<file path="src/rtl/pong_game_sequencer.sv">
// Pong game-flow controller: attract, serve delay, rally, miss pause and game-over,
// with score ownership and one shared down-counter for the serve and miss delays.
module pong_game_sequencer #(
    parameter int unsigned CLK_FREQ  = 0,
    parameter int unsigned SERVE_MS  = 0,
    parameter int unsigned MISS_MS   = 0,
    parameter int unsigned WIN_SCORE = 11,
    parameter int unsigned SCORE_W   = 4
) (
    input  logic               _clk,
    input  logic               reset,
    input  logic               coin,
    input  logic               miss_left,
    input  logic               miss_right,
    output logic               attract,
    output logic               serve_hold,
    output logic               miss_snd,
    output logic               score_tick,
    output logic [SCORE_W-1:0] score_left,
    output logic [SCORE_W-1:0] score_right,
    output logic               game_over
);

    localparam logic [31:0] SERVE_RAW   = (CLK_FREQ / 32'd1000) * SERVE_MS;
    localparam logic [31:0] MISS_RAW    = (CLK_FREQ / 32'd1000) * MISS_MS;
    localparam logic [31:0] SERVE_TICKS = (SERVE_RAW == '0) ? 32'd1 : SERVE_RAW;
    localparam logic [31:0] MISS_TICKS  = (MISS_RAW == '0) ? 32'd1 : MISS_RAW;
    localparam logic [SCORE_W-1:0] WIN  = SCORE_W'(WIN_SCORE);

    typedef enum logic [2:0] {
        ST_ATTRACT,
        ST_SERVE,
        ST_PLAY,
        ST_MISS,
        ST_OVER
    } state_t;

    state_t             state, state_n;
    logic [31:0]        cnt, cnt_n;
    logic [SCORE_W-1:0] left_n, right_n;
    logic               tick_n;

    function automatic logic [SCORE_W-1:0] sat_inc(input logic [SCORE_W-1:0] s);
        return (s >= WIN) ? s : s + 1'b1;
    endfunction

    always_comb begin
        state_n = state;
        cnt_n   = cnt;
        left_n  = score_left;
        right_n = score_right;
        tick_n  = 1'b0;
        case (state)
            ST_ATTRACT, ST_OVER: begin
                if (coin) begin
                    left_n  = '0;
                    right_n = '0;
                    cnt_n   = SERVE_TICKS;
                    state_n = ST_SERVE;
                end
            end
            ST_SERVE: begin
                cnt_n = (cnt == '0) ? '0 : cnt - 32'd1;
                if (cnt <= 32'd1) state_n = ST_PLAY;
            end
            ST_PLAY: begin
                // miss_left wins when both detectors fire on the same edge
                if (miss_left) begin
                    right_n = sat_inc(score_right);
                    tick_n  = 1'b1;
                    cnt_n   = MISS_TICKS;
                    state_n = ST_MISS;
                end else if (miss_right) begin
                    left_n  = sat_inc(score_left);
                    tick_n  = 1'b1;
                    cnt_n   = MISS_TICKS;
                    state_n = ST_MISS;
                end
            end
            ST_MISS: begin
                cnt_n = (cnt == '0) ? '0 : cnt - 32'd1;
                if (cnt <= 32'd1) begin
                    if (score_left == WIN || score_right == WIN) begin
                        state_n = ST_OVER;
                    end else begin
                        cnt_n   = SERVE_TICKS;
                        state_n = ST_SERVE;
                    end
                end
            end
            default: state_n = ST_ATTRACT;
        endcase
    end

    // Outputs are registered from the next state so they change on the transition edge.
    always_ff @(negedge _clk) begin
        if (reset) begin
            state       <= ST_ATTRACT;
            cnt         <= '0;
            score_left  <= '0;
            score_right <= '0;
            attract     <= 1'b1;
            serve_hold  <= 1'b1;
            miss_snd    <= 1'b0;
            score_tick  <= 1'b0;
            game_over   <= 1'b0;
        end else begin
            state       <= state_n;
            cnt         <= cnt_n;
            score_left  <= left_n;
            score_right <= right_n;
            attract     <= (state_n == ST_ATTRACT) || (state_n == ST_OVER);
            serve_hold  <= (state_n != ST_PLAY);
            miss_snd    <= (state_n == ST_MISS);
            score_tick  <= tick_n;
            game_over   <= (state_n == ST_OVER);
        end
    end

endmodule
</file>
<file path="config.mk">
export PLATFORM = sky130hd
export DESIGN_NAME = pong_game_sequencer
export DESIGN_NICKNAME = d
export VERILOG_FILES = /design/src/rtl/pong_game_sequencer.sv
export SDC_FILE = /design/constraint.sdc
export NUM_CORES = 1
export LEC_CHECK = 0
export BUFFER_PORTS_ARGS = -buffer_cell sky130_fd_sc_hd__buf_2
export CORE_MARGIN = 3
export CORE_UTILIZATION = 55
export CTS_BUF_LIST = sky130_fd_sc_hd__clkbuf_8
export CTS_CLUSTER_DIAMETER = 150
export DETAILED_ROUTE_END_ITERATION = 16
export PLACE_DENSITY = 0.85
export SYNTH_ARGS = -nofsm -noshare
export SYNTH_HDL_FRONTEND = slang
export SYNTH_SLANG_ARGS = --single-unit
</file>
<file path="constraint.sdc">
create_clock -name _clk -period 3.1 [get_ports _clk]
set_clock_uncertainty 0.05 [all_clocks]
set_input_delay 0.155 -clock _clk [delete_from_list [all_inputs] [get_ports _clk]]
set_output_delay 0.155 -clock _clk [all_outputs]
set_load 0.05 [all_outputs]
</file>
==> reports/metrics.yaml <==
hold_class: "register to register"
synth.distinct_cells: 48
fin_util_pct: 71.2
cts_setup_buffers: 0
start_kind: "input pin"
setup_violations: 0
wirelength_um: 5960
die_h_um: 73.5
cts-htree-levels: 2
area.sequential_sq_um: 961
overflow: 0
dr.max_layer_used: "met4"
synth-edff-count: 0
leakagePower_nw: 1.35
final_common_cell: "inv_1"
portBuffers: 17
clk_path_buf_depth: 2
slew_violations: 0
tightest_slew_ns: 0.728
grt_max_degree: 26
grt_pass1_vias: 2391
drive_gt1_share_pct: 13.8
initial_core_util_pct: 59.7
cts_tree: "yes"
seq_area_frac_synth_pct: 38.3
wire_per_inst_um: 14.2
final_net_count: 378
relSlewSlack_pct: 51.5
insertion_delay_ns: 0.39
core_sq_um: 4200
row_count: 23
hold_violations: 0
fillers: 320
met1_length_um: 2750
cp-end-kind: "register"
dieWidth_um: 73.5
gp_congestion: 0.900
multi_input_area_sq_um: 1470
ys.flop_type: "dfxtp_1"
crit_required_ns: 1.75
die_area_sq_um: 5410
ios: 18
max_cap_violations: 0
drtAntennaViolNets: 0
dp_hpwl_um: 3980
criticalPathCategory: "input pin to register"
crit_fanout: 5
area_growth_pct: 19.3
ys_seq_elements: 48
route.met2.wl_um: 2840
p_total_w: 0.00263
syn_inst: 296
rsz0062_at_grt: "false"
worstPathArrival_ns: 1.48
drtIter0Drc: 180
drt_first_pass_iters: 4
final_cell_mix: "inv_1, dfxtp_1, nor2_1"
synth_area_sq_um: 2510
drc_errors: 0
status: "finished clean"
cts_root_buf: "clkbuf_8"
holdBufCountCts: 0
wl_met3_um: 307
cts.sinks: 48
synth.yosys.warnings: 0
syn_nets: 306
detailroute.via_count: 2453
diodes: 0
groute.usage.overall_pct: 24.0
async_flop_share_pct: 0
path_clk_slew_ns: 0.04
power.density_nw_per_um2: 880
syn_area_per_cell_sq_um: 8.48
grt_pass1_wl_um: 10400
cts_resized: 0
vdd_drop_max_uv: 516
vias_per_cell: 5.85
cts-buffers-inserted: 5
antenna_found_initial: 0
## stage by stage
step / worst slack [ns] / cells / TNS [ns] / cell area, sq um / hold slack, ns
after floorplan: 0.0435 / 296 / 0 / 2510 / 0.397
after global placement: -0.00678 / 364 / -0.0104 / 2720 / 0.405
after detailed placement: -0.0389 / 364 / -0.0778 / 2720 / 0.418
after CTS: 0.274 / 419 / 0 / 2990 / 0.425
after global routing: 0.198 / 419 / 0 / 2990 / 0.477
final: 0.268 / 419 / 0 / 2990 / 0.433
## worst paths after layout
path	from	to	slack [ns]	depth (start not counted)
hold reg to reg	cnt[19]	cnt[19]	0.43	2
setup reg to reg	cnt[0]	cnt[30]	0.38	7
setup / recovery	coin	cnt[21]	0.27	6
hold / removal	cnt[19]	cnt[19]	0.43	2
## cell usage after synthesis (all sizes together), types with 6 or more instances
library cell,instances,area [sq um]
clkbuf,9,33.8
nor4,6,52.6
inv,8,30.0
xor2,15,131
dfxtp,48,961
o211ai,7,52.6
nor2,43,164
a21oi,16,80.1
o21ai,13,65.1
or3,11,71.3
or4,13,105
nor3,11,55.1
o31ai,7,66.3
nand2,16,60.1
xnor2,7,61.3
nand3,8,40.0
## logic make-up after synthesis
| family | Yosys count | synth area share (%) |
|---|---|---|
| XOR/XNOR | 22 | 7.68 |
| AND/OR/NAND/NOR | 126 | 26.9 |
| multiplexers | 2 | 0.798 |
| AO/OA/AOI/OAI | 73 | 20.7 |
| adder cells (fa/ha/maj) | 5 | 2.49 |
| flip-flops | 48 | 38.3 |
| buffers and inverters | 20 | 3.14 |
## state kept, by name (all words and copies together), names as in the netlist
register / flops
miss_snd: 1
attract: 1
cnt: 32
score_left: 4
score_tick: 1
state: 3
game_over: 1
serve_hold: 1
score_right: 4
## cell type report
type / instances / share of cell area (%)
well taps: 50 / 2.09
clock buffers: 5 / 2.30
multi-input cells: 228 / 49.3
inverters: 7 / 0.878
clock inverters: 51 / 6.82
flip-flops and latches: 48 / 32.1
repair buffers: 30 / 6.52
## critical path, cell delays in order
cell       delay, ns
buf_2           0.09
nor3b_2         0.36
o2111ai_1       0.28
buf_4           0.22
o31ai_1         0.26
a21oi_1         0.11
## report_power, final
part           switching, W  internal (W)  leakage [nW]
clock              0.000402      0.000246         0.305
combinational      0.000731      0.000470         0.658
sequential        0.0000815      0.000701         0.390
total               0.00121       0.00142          1.35
## routing by layer
| metal | GRT usage, % | vias up |
|---|---|---|
| met5 | 0 | - |
| met4 | 8.25 | 0 |
| met3 | 9.17 | 11 |
| met2 | 37.5 | 64 |
| met1 | 30.1 | 1140 |
| li1 | - | 1238 |
Note: power is estimated with default switching activity, not from simulation.
